`src/rtl/mod_counter_chain.sv`:
```
// Cascade of DIGITS modulo-MODULUS counters with up/down, clamped load, wrap/saturate and sticky ovf.
// data/ovf registered (one clk); cout/zero combinational. No backpressure: ce steps once per enabled clk.
module mod_counter_chain #(
    parameter int DIGITS  = 4,
    parameter int WIDTH   = 4,
    parameter int MODULUS = 10,
    parameter int WRAP    = 1
) (
    input  logic                    clk,
    input  logic                    clr,
    input  logic                    ce,
    input  logic                    up,
    input  logic                    load,
    input  logic [DIGITS*WIDTH-1:0] load_data,
    output logic [DIGITS*WIDTH-1:0] data,
    output logic                    cout,
    output logic                    zero,
    output logic                    ovf
);

    localparam logic [WIDTH-1:0] MAX_DIG = WIDTH'(MODULUS - 1);
    localparam bit               SAT     = (WRAP == 0);

    if (MODULUS > 2**WIDTH || MODULUS < 2) begin : g_bad_param
        $error("mod_counter_chain: MODULUS must satisfy 2 <= MODULUS <= 2**WIDTH");
    end

    logic [DIGITS*WIDTH-1:0] r_data;
    logic                    r_ovf;

    // w_lo_max[k] / w_lo_zero[k]: every digit below k sits at MODULUS-1 / 0
    logic [DIGITS:0]         w_lo_max;
    logic [DIGITS:0]         w_lo_zero;
    logic [DIGITS*WIDTH-1:0] w_step_val;
    logic [DIGITS*WIDTH-1:0] w_load_val;
    logic                    w_term;

    assign w_lo_max[0]  = 1'b1;
    assign w_lo_zero[0] = 1'b1;

    for (genvar k = 0; k < DIGITS; k++) begin : g_digit
        logic [WIDTH-1:0] w_dig;
        logic [WIDTH-1:0] w_ld;
        logic [WIDTH-1:0] w_inc;
        logic [WIDTH-1:0] w_dec;
        logic             w_step;

        assign w_dig  = r_data[k*WIDTH +: WIDTH];
        assign w_ld   = load_data[k*WIDTH +: WIDTH];
        assign w_inc  = (w_dig == MAX_DIG) ? '0 : w_dig + WIDTH'(1);
        assign w_dec  = (w_dig == '0) ? MAX_DIG : w_dig - WIDTH'(1);
        assign w_step = up ? w_lo_max[k] : w_lo_zero[k];

        assign w_lo_max[k+1]  = w_lo_max[k] & (w_dig == MAX_DIG);
        assign w_lo_zero[k+1] = w_lo_zero[k] & (w_dig == '0);

        assign w_step_val[k*WIDTH +: WIDTH] = !w_step ? w_dig : (up ? w_inc : w_dec);
        assign w_load_val[k*WIDTH +: WIDTH] = (w_ld > MAX_DIG) ? MAX_DIG : w_ld;
    end

    assign w_term = up ? w_lo_max[DIGITS] : w_lo_zero[DIGITS];

    always_ff @(posedge clk) begin
        if (clr) begin
            r_data <= '0;
            r_ovf  <= 1'b0;
        end else if (load) begin
            r_data <= w_load_val;
            r_ovf  <= 1'b0;
        end else if (ce) begin
            if (w_term) begin
                r_ovf <= 1'b1;
            end
            // Saturating chain parks at the terminal state; wrapping chain rolls over
            if (!(SAT && w_term)) begin
                r_data <= w_step_val;
            end
        end
    end

    assign data = r_data;
    assign ovf  = r_ovf;
    assign cout = ce & w_term;
    assign zero = w_lo_zero[DIGITS];

endmodule

```
`config.mk`:
```
export PLATFORM = sky130hd
export DESIGN_NAME = mod_counter_chain
export DESIGN_NICKNAME = d
export VERILOG_FILES = /design/src/rtl/mod_counter_chain.sv
export SDC_FILE = /design/constraint.sdc
export NUM_CORES = 1
export LEC_CHECK = 0
export ABC_AREA = 0
export ABC_CLOCK_PERIOD_IN_PS = 4000
export CAP_MARGIN = 10
export CORE_MARGIN = 4
export CORE_UTILIZATION = 24
export DETAILED_ROUTE_END_ITERATION = 7
export PLACE_DENSITY_LB_ADDON = 0.1
export SLEW_MARGIN = 20
export SYNTH_ARGS = -nofsm -noshare
export SYNTH_HDL_FRONTEND = slang
export SYNTH_SLANG_ARGS = --single-unit
```
`constraint.sdc`:
```
create_clock -name clk -period 4 [get_ports clk]
set_input_delay 1.2 -clock clk [delete_from_list [all_inputs] [get_ports clk]]
set_output_delay 1.2 -clock clk [all_outputs]
set_load 0.01 [all_outputs]
```
### Yosys cells after proc, flatten, opt, wreduce, memory -nomap -nowiden

Index checks and enable logic that the tools add are counted.

| storage, ports and cells | value |
|---|---|
| register bits | 17 |
| output and inout bits | 19 |
| word-level logic and storage cells | 66 |

| operators by class | value |
|---|---|
| add/subtract/negate cells | 8 |
| $lt $le $gt $ge | 4 |
| equality and inequality tests | 4 |
| muxes and demuxes | 25 |
| bitwise gates (word level) | 7 |
| reduce and logical (&&, ||, !) cells | 13 |

Operator list:

| operator | count |
|---|---|
| $mux W4 | 19 |
| $mux W16 | 2 |
| $add A4 B1 Y4 const B | 4 |
| $eq A4 B4 Y1 const B | 4 |
| $gt A4 B4 Y1 const B | 4 |
| $logic_not A4 Y1 | 4 |
| $sub A4 B1 Y4 const B | 4 |
| $reduce_and A2 Y1 | 4 |
| $reduce_bool A2 Y1 | 4 |
| $and A1 B1 Y1 | 7 |
| $mux W1 | 4 |
| $reduce_or A2 Y1 | 1 |

### Logic depth before layout (Yosys ltp)

Gate-level depths: netlist of run 1.

| logic depth | value |
|---|---|
| depth after elaboration | 7 |
| mapped depth | 7 |

### Worst setup path before layout of run 1

No wires, ideal clock.

| path | value |
|---|---|
| path kind | input-to-output |
| start point | input up |
| end point | output cout |
| arrival time | 1.814 ns |
| path slack | 0.986 ns |
| stages on the path | 4 |
| path buffers | 0 |
| cells stage by stage | and2_1 -> nand4_4 -> nor2_1 -> o21a_1 |

| between the ends | value |
|---|---|
| longest elaborated chain between the ends | 2 |

RTL lines:

| what | RTL line | RTL |
|---|---|---|
| start, declared | 12 | `input logic up,` |
| $mux W1 | 61 | `assign w_term = up ? w_lo_max[DIGITS] : w_lo_zero[DIGITS];` |
| $and A1 B1 Y1 | 83 | `assign cout = ce & w_term;` |
| end, declared | 16 | `output logic cout,` |

No other way between the ends.

### Worst setup path in the final report of run 1

Same ends and word-level chain as after synthesis.

==> impl_results.md, run 1 <==
- Number of port buffers: 39
- Critical Path AT: ~2.5 ns
- Die footprint: 7960 sq um
- Post-Synthesis Cells: 217
- Post-Synthesis Cell Area: between 1500 and 2000 sq um
- Starting DRT DRC Count: 78
- CTS Buf Count: 3
- Leakage power: roughly 0.00075 uW
- Post-DP HPWL: 3.49 mm
- Final Max Slew Viols: 0
- Area delta synth->final: 31.1%
- Worst Setup End Kind: output pin
- Inserted Diodes: 0
- Critical Setup Path Class: in -> out
- Crit path cell chain: clkdlybuf4s50_1 -> and2_1 -> nand4_4 -> nor2_1 -> o21a_1 -> dlygate4sd2_1
- Pin slew with the least headroom to its limit: 0.576 ns
- # clock sinks: 17
- Worst vdd ir: roughly 0.000096 V
- Die outline width: 89.2 microns
- CTS tree: yes
- Status: finished, final reports clean
- Wire per inst: 14.6 microns
- Gpl congestion: 0.738
- Max Cap Violations: 0
- I/O pin total: 40
- Setup tns final: 0 ns
- Clock latency on the worst-skew pair: 0.26 ns
- Prevailing post-synth register cell: dfxtp_1
- Warnings, synthesis: 0
- Power density over the cells: 254 nW/um^2
- CTS root buffer: clkbuf_8
- Core area: 6390 sq um
- Unique cell type count in the Yosys netlist: 63
- Final period util: 93.6%
- Clock Tree Buf Depth: 2
- Fin. Hold Viols: 0
- Syn_area_per_cell: about 7.3 sq um
- Drt first pass iters: 4
- FFs w/ async S/R, synth: 0%
- WP buf/inv: 2
- Worst endpoint required time: 2.80 ns
- Max Freq: around 270 MHz
- RSZ-0062 raised after global routing: false
- Initial Utilization: 24.8%
- GRT Util Overall: 12.8%
- CTS Hold Bufs: 0
- Slowest stage delay, CP: between 0.4 and 0.5 ns
- Max stage delay cell, worst path: clkdlybuf4s50_1
- Final nets: 270
- Relative slew slack: between 60 and 70%
- Vias in the first global route: 1615
- Post-synth EDFFs: 0
- Seq/Total Area, Yosys: a little over a fifth
- Placed insts: 321
- Final Setup Violations: 0
- Vias: 1696
- Row count: 29
- DRC viols: 0
- Die height: 89.2 microns
- Final std cells w/o fill: between 300 and 400
- Skew final: ~0.0018 ns
- H-tree depth: 1
- Multi-input logic area: 1080 sq um
- Count of state elements after synthesis: 17
- Largest net degree at the start of global routing: 31
- Hold Crit Class: reg -> reg
- Total Routed Length: between 4 and 5 mm
- Antenna Nets Post-Route: 0
- Register area: 340 sq um
- Clock Pin Slew Worst Setup and Hold Paths: 0.08 ns
- Layout cells sized above 1: 10.5%
- Startpoint Class: input pin
- Fill cells: 696
- First-pass GRT wire length: 8.11 mm
- Overflow left after global routing: 0
- Family with the most delay on the worst path: buffers and inverters
- Synthesized Nets: 238
- Final min period: between 3 and 4 ns
- Peak fanout along the critical path: 2
- Via/cell ratio: 5.22
- Initial antenna violation count: 0
per-stage QoR:
stage | utilization, % | hold slack (ns) | setup WS, ns | cell area [sq um] | total power [uW]
finish | 32.5 | 0.472 | 0.257 | 2080 | 527
floorplan | - | 0.509 | 0.986 | 1580 | 318
global route | 32.5 | 0.509 | 0.158 | 2080 | 560
CTS | 32.5 | 0.479 | 0.235 | 2080 | 533
global placement | 31.8 | 0.454 | -0.0136 | 2030 | 390
detailed placement | 31.8 | 0.460 | -0.0385 | 2030 | 389
layout make-up:
cell class	instances	area share (%)
multi-input cells	165	52.1
repair buffers	49	22.4
flip-flops and latches	17	16.4
well taps	77	4.64
inverters	13	2.35
clock buffers	4	2.17
worst paths after layout:
| check | start | endpoint | slack (ns) | depth (start not counted) |
|---|---|---|---|---|
| setup / recovery | up | cout | 0.26 | 6 |
| hold / removal | ovf | ovf | 0.47 | 1 |
| hold reg to reg | ovf | ovf | 0.47 | 1 |
| setup reg to reg | data[0] | data[15] | 2.04 | 6 |
metal layers:
layer | track usage, % | part of all wire, % | wire length (microns)
met1 | 17.8 | 50 | 2360
met2 | 20.4 | 45 | 2130
met3 | 2.49 | 4.5 | 215
met4 | 3.11 | 0.95 | 45
met5 | 0 | 0 | 0
worst reg2reg max path, stage by stage (launching register included):
cell and delay, ns:
dfxtp_1 0.61, and4bb_1 0.31, nand4_4 0.11, buf_4 0.19, o22ai_4 0.27, o32ai_1 0.14
a31o_2 0.22
flip-flops by register name (all words and copies together), names as in the netlist:
register  count
ovf           1
data         16
cells in the mapped netlist (2+ instances only):
cell type	n	area share, %
a211oi_1	2	0.95
a21oi_1	15	4.7
a221oi_1	3	1.7
a311o_1	2	1.3
a311oi_1	2	1.1
and2_1	2	0.79
and3_1	7	2.8
buf_2	9	2.8
buf_6	2	1.4
clkbuf_1	10	2.4
dfxtp_1	17	22
inv_1	12	2.8
nand2_1	17	4.0
nand2b_1	2	0.79
nand3_1	7	2.2
nand4_1	2	0.79
nor2_1	17	4.0
nor2b_1	4	1.6
nor3_1	9	2.8
nor3_2	2	1.3
nor4_1	6	2.4
o211ai_1	2	0.95
o21a_1	3	1.4
o21ai_0	14	4.4
o22ai_1	2	0.79
o311a_1	2	1.3
or2_2	2	0.79
or4_1	2	0.95
xnor2_1	4	2.2
xor2_1	4	2.2
cell families after synthesis:
logic type             share of synthesized area, %
flip-flops                                     21.5
AND/OR/NAND/NOR                                33.4
AO/OA/AOI/OAI                                  29.8
XOR/XNOR                                       4.43
buffers and inverters                          10.2
multiplexers                                  0.632
report_power, final:
part	switching (uW)	total, uW	internal [uW]
logic	79.7	170	90.7
registers	32.1	213	181
clock network	72.7	144	71.1
what timing repair did:
action	4_1_cts	5_1_grt
setup endpoints to repair	1	0
resized for setup	1	0
buffers inserted	0	0
layout by cell type, fill, tap and decap left out, types with 2 or more instances in the layout:
master / Yosys / layout
a211oi_1: 2 / 2
a21oi_1: 15 / 15
a221oi_1: 3 / 3
a311o_1: 2 / 2
a311oi_1: 2 / 2
and2_1: 2 / 2
and3_1: 7 / 7
buf_4: 1 / 10
clkbuf_8: 0 / 3
clkdlybuf4s50_1: 0 / 38
dfxtp_1: 17 / 17
inv_1: 12 / 12
nand2_1: 17 / 17
nand2b_1: 2 / 2
nand3_1: 7 / 7
nand4_1: 2 / 2
nor2_1: 17 / 17
nor2b_1: 4 / 4
nor3_1: 9 / 9
nor3_2: 2 / 2
nor4_1: 6 / 6
o211ai_1: 2 / 2
o21a_1: 3 / 3
o21ai_0: 14 / 14
o22ai_1: 2 / 2
o311a_1: 2 / 2
or2_2: 2 / 2
or4_1: 2 / 2
xnor2_1: 4 / 4
xor2_1: 4 / 4
Note: power is estimated with default switching activity, not from simulation.
==> run 2: changes to the inputs <==
--- a/config.mk
+++ b/config.mk
@@ -8,7 +8,6 @@
 export ABC_AREA = 0
 export ABC_CLOCK_PERIOD_IN_PS = 4000
 export CAP_MARGIN = 10
-export CORE_MARGIN = 4
 export CORE_UTILIZATION = 24
 export DETAILED_ROUTE_END_ITERATION = 7
 export PLACE_DENSITY_LB_ADDON = 0.1
==> impl_results.md, run 2 (synthesis results as in run 1) <==
- Status: finished, final reports clean
- Commonest non-fill, non-tap cell in the layout: clkdlybuf4s50_1
- RSZ-0062 raised after global routing: false
- Most frequent cells in the layout: 38 x clkdlybuf4s50_1, 17 x nor2_1, 17 x nand2_1, 17 x dfxtp_1, 15 x a21oi_1
- Initial Utilization: 24.9% (+0.14 points)
- Startpoint Class: input pin
- Clock Tree Buf Depth: 2 (unchanged)
- Die outline width: 83.2 microns (-6.7%)
- Max Freq: 266 MHz (-0.41%)
- Hold path startpoint: ovf
- Vias: 1679 (-1.0%)
- Final Worst Setup Slack: 0.242 ns (-0.0154 ns)
- Die footprint: 6920 sq um (-13%)
- CTS tree: yes
- Overflow left after global routing: 0 (unchanged)
- DRC viols: 0 (unchanged)
- Total Routed Length: 4.63 mm (-2.5%)
- Final std cells w/o fill: 323 (-0.62%)
- Drt first pass iters: 4 (unchanged)
- Fin. Hold Viols: 0 (unchanged)
- First-pass GRT wire length: 7.73 mm (-4.7%)
- Wire per inst: 14.3 microns (-1.9%)
- Starting DRT DRC Count: 99 (+27%)
- Initial antenna violation count: 0 (unchanged)
- H-tree depth: 1 (unchanged)
- FF-to-FF path depth: 6 (unchanged)
- Post-DP HPWL: 3.30 mm (-5.4%)
- FF-to-FF Start: data[0]
- Setup tns final: 0 ns (unchanged)
- Worst endpoint required time: 2.80 ns (about the same)
- Largest net degree at the start of global routing: 31 (unchanged)
- Inserted Diodes: 0 (unchanged)
- Clock Pin Slew Worst Setup and Hold Paths: 0.08 ns (about the same)
- CTS Hold Bufs: 0 (unchanged)
- Worst hold endpoint: ovf
- Core area: 6350 sq um (-0.57%)
- Final min period: 3.76 ns (+0.0154 ns)
- Area delta synth->final: 30.3%
- Skew final: 0.00170 ns (-0.000139 ns)
- WP buf/inv: 2 (unchanged)
- # clock sinks: 17 (unchanged)
- Power density over the cells: 255 nW/um^2 (+0.48%)
- I/O pin total: 40 (unchanged)
- CTS root buffer: clkbuf_8
- Hold Crit Class: reg -> reg
- R2r setup slk: 2.02 ns (-0.02 ns)
- Worst Hold Depth: 1 (unchanged)
- GRT Util Overall: 13.5% (+0.66 points)
- Family with the most delay on the worst path: buffers and inverters
- Number of port buffers: 39 (unchanged)
- Leakage power: 0.000742 uW (-1.0%)
- Final nets: 268 (-0.74%)
- Vias in the first global route: 1566 (-3.0%)
- Antenna Nets Post-Route: 0 (unchanged)
- Largest register FFs: 16 (unchanged)
- Crit path cell chain: clkdlybuf4s50_1 -> and2_1 -> nand4_4 -> nor2_1 -> o21a_1 -> dlygate4sd2_1
- Layout cells sized above 1: 10.2% (-0.32 points)
- Relative slew slack: 62.3% (+0.89 points)
- Max Cap Violations: 0 (unchanged)
- Peak fanout along the critical path: 2 (unchanged)
- Pin slew with the least headroom to its limit: 0.563 ns (-0.0133 ns)
- Tot Pwr: 526 uW (-0.18%)
- Slowest stage delay, CP: 0.48 ns (about the same)
- Worst Setup End Kind: output pin
- Max stage delay cell, worst path: clkdlybuf4s50_1
- Final period util: 94.0% (+0.38 points)
- Worst vdd ir: 0.000102 V (+6.1%)
- CTS Buf Count: 3 (unchanged)
- Final Max Slew Viols: 0 (unchanged)
- Gpl congestion: 0.727 (-1.5%)
- Pre-CTS setup slack: -0.0453 ns (-0.00687 ns)
- Reg2reg end: data[14]
- Critical Path AT: 2.56 ns (+0.02 ns)
- Placed insts: 319 (-0.62%)
- Critical Setup Path Class: in -> out
- CP startpoint: up
- Via/cell ratio: 5.20 (-0.39%)
- Final Setup Violations: 0 (unchanged)
- Row count: 29 (unchanged)
- Clock latency on the worst-skew pair: 0.26 ns (about the same)
- Die height: 83.2 microns (-6.7%)
run 2: cell types whose count changed in the layout (fill, tap and decap cells not counted):
cell / delta
buf_4: -2
clkbuf_1: -1
clkinv_2: +1
run 2: how the worst max path moves through the flow:
stage,endpoint,cells past startpoint
after floorplan,cout,4
after global placement,cout,6
after detailed placement,cout,6
after CTS,cout,6
after global routing,cout,6
final,cout,6
run 2: power breakdown:
part	switching (uW)	internal, uW
sequential	34.9	181
clock	74.6	69.4
combinational	77.0	89.5
run 2: layout make-up:
class                      instances  area [sq um]
clock buffer                       3          41.3
clock inverter                     1          5.00
fill                             676          4290
inverter                          13          48.8
multi-input combinational        165          1080
sequential                        17           340
tap                               77          96.3
timing repair buffer              47           449
run 2: repair_timing:
| item | in CTS | in global routing |
|---|---|---|
| setup buffers | 0 | 0 |
| endpoints found under the setup margin | 1 | 0 |
| gates resized for setup | 1 | 0 |
run 2: layer usage:
layer | GRT usage [%] | wire, microns | up-vias
met1 | 19.3 | 2380 | 795
met5 | 0 | 0 | -
met2 | 21.3 | 2080 | 28
li1 | - | - | 854
met3 | 2.29 | 154 | 2
met4 | 2.35 | 15 | 0
run 2: stage by stage:
step	hold slack (ns)	area (sq um)	util [%]
3_5_place_dp	0.463	2020	31.8
3_3_place_gp	0.453	2020	31.8
2_1_floorplan	0.509	1580	-
6_report	0.476	2060	32.5
5_1_grt	0.490	2060	32.5
4_1_cts	0.483	2060	32.5
==> run 3: changes to the inputs <==
--- a/config.mk
+++ b/config.mk
@@ -6,7 +6,7 @@
 export NUM_CORES = 1
 export LEC_CHECK = 0
 export ABC_AREA = 0
-export ABC_CLOCK_PERIOD_IN_PS = 4000
+export ABC_CLOCK_PERIOD_IN_PS = 4500
 export CAP_MARGIN = 10
 export CORE_UTILIZATION = 24
 export DETAILED_ROUTE_END_ITERATION = 7
==> constraint.sdc (replaced) <==
create_clock -name clk -period 4.5 [get_ports clk]
set_input_delay 1.35 -clock clk [delete_from_list [all_inputs] [get_ports clk]]
set_output_delay 1.35 -clock clk [all_outputs]
set_load 0.01 [all_outputs]
==> impl_results.md, run 3 (synthesis results as in run 1) <==
- Final Max Slew Viols: 0 (unchanged)
- DRC viols: 0 (unchanged)
- Max Freq: 230 MHz
- Vias in the first global route: 1534 (-2.0%)
- Skew final: 0.00202 ns (+0.000322 ns)
- Wire per inst: 14.2 microns (-1.3%)
- CTS resizes: 0 (-1)
- Final nets: 267 (-0.37%)
- Final Setup Violations: 0 (unchanged)
- Drt first pass iters: 4 (unchanged)
- Startpoint Class: input pin
- H-tree depth: 1 (unchanged)
- RSZ-0062 raised after global routing: false
- Most frequent cells in the layout: 39 x clkdlybuf4s50_1, 17 x nor2_1, 17 x nand2_1, 17 x dfxtp_1, 15 x a21oi_1
- Final min period: roughly 4.3 ns
- Initial antenna violation count: 0 (unchanged)
- # clock sinks: 17 (unchanged)
- Starting DRT DRC Count: 73 (-26%)
- Fin. Hold Viols: 0 (unchanged)
- Worst Setup End Kind: output pin
- Worst endpoint required time: 3.15 ns (+0.35 ns)
- Relative slew slack: 61.4% (-0.87 points)
- Die height: 83.2 microns (unchanged)
- Clock Pin Slew Worst Setup and Hold Paths: 0.08 ns (about the same)
- First-pass GRT wire length: 7.65 mm (-1.1%)
- Critical Setup Path Class: in -> out
- Worst vdd ir: 0.000105 V (+2.5%)
- Tot Pwr: 463 uW (-12%)
- Status: finished, final reports clean
- Area delta synth->final: 29.8%
- Gpl congestion: 0.718 (-1.2%)
- Inserted Diodes: 0 (unchanged)
- Overflow left after global routing: 0 (unchanged)
- Setup tns final: 0 ns (unchanged)
- Max Cap Violations: 0 (unchanged)
- Critical Path AT: 2.99 ns (+0.43 ns)
- R2r setup slk: 2.54 ns (+0.52 ns)
- Largest net degree at the start of global routing: 31 (unchanged)
- Commonest non-fill, non-tap cell in the layout: clkdlybuf4s50_1
- I/O pin total: 40 (unchanged)
- Initial Utilization: 24.9% (unchanged)
- Core area: 6350 sq um (unchanged)
- Row count: 29 (unchanged)
- Clock Tree Buf Depth: 2 (unchanged)
- Pin slew with the least headroom to its limit: 0.564 ns (+0.00191 ns)
- Vias: 1650 (-1.7%)
- Layout cells sized above 1: 9.39% (-0.77 points)
- Largest register FFs: 16 (unchanged)
- Power density over the cells: 225 nW/um^2 (-12%)
- Post-DP HPWL: 3.32 mm (+0.70%)
- Total Routed Length: 4.56 mm (-1.6%)
- Number of port buffers: 39 (unchanged)
- Fin util: 32.4% (-0.12 points)
- Leakage power: 0.000729 uW (-1.7%)
- Final period util: 96.5%
- CTS Hold Bufs: 0 (unchanged)
- Antenna Nets Post-Route: 0 (unchanged)
- CTS Buf Count: 3 (unchanged)
- Hold Crit Class: reg -> reg
- Clock latency on the worst-skew pair: 0.26 ns (about the same)
- GRT Util Overall: 13.4% (-0.081 points)
- CTS tree: yes
- Post-CTS Setup Inserts: 0 (unchanged)
- Peak fanout along the critical path: 3 (+1)
- Die footprint: 6920 sq um (unchanged)
- CTS root buffer: clkbuf_8
- Die outline width: 83.2 microns (unchanged)
- Via/cell ratio: 5.12 (-1.4%)
## run 3: cell count changes in the layout (fill, tap and decap cells not counted)
cell	previous run	this run
clkdlybuf4s50_1	38	39
clkbuf_1	0	1
buf_4	8	7
clkinv_2	1	0
dlygate4sd2_1	1	0
## run 3: cell type report
cell class | instances | area (sq um)
clock buffers | 4 | 45.0
flip-flops and latches | 17 | 340
multi-input cells | 165 | 1080
fillers | 669 | 4300
well taps | 77 | 96.3
inverters | 13 | 48.8
repair buffers | 46 | 443
## run 3: path summary, 6_finish.rpt
path | from | to | depth (start not counted)
setup / recovery | up | cout | 6
hold reg to reg | ovf | ovf | 1
hold / removal | ovf | ovf | 1
setup reg to reg | data[0] | data[14] | 6
## run 3: worst max-delay path, cell delays in order
cell	delay (ns)
clkdlybuf4s50_1	0.48
and2_1	0.21
nand4_4	0.11
nor2_1	0.13
o21a_1	0.17
clkdlybuf4s50_1	0.55
## run 3: per-layer routing
layer  track usage (%)  part of all wire, %  vias up
met2              20.8                   43       44
li1                  -                    -      863
met4              4.39                  2.0        0
met3              2.58                  4.6        9
met5                 0                    0        -
met1              18.6                   51      734
## run 3: per-stage QoR
stage                     hold WS [ns]  area, sq um  setup WS, ns  cells
after CTS                        0.480         2050         0.148    322
after floorplan                  0.509         1580          1.19    217
after global routing             0.491         2050        0.0470    322
after global placement           0.452         2010         0.167    318
final                            0.471         2050         0.156    322
after detailed placement         0.461         2010         0.149    318
## run 3: power breakdown
group | leakage, uW | internal [uW] | switching (uW)
logic | 0.000566 | 79.1 | 67.1
clock network | 0.0000228 | 63.1 | 62.0
registers | 0.000141 | 161 | 30.7
total | 0.000729 | 303 | 160
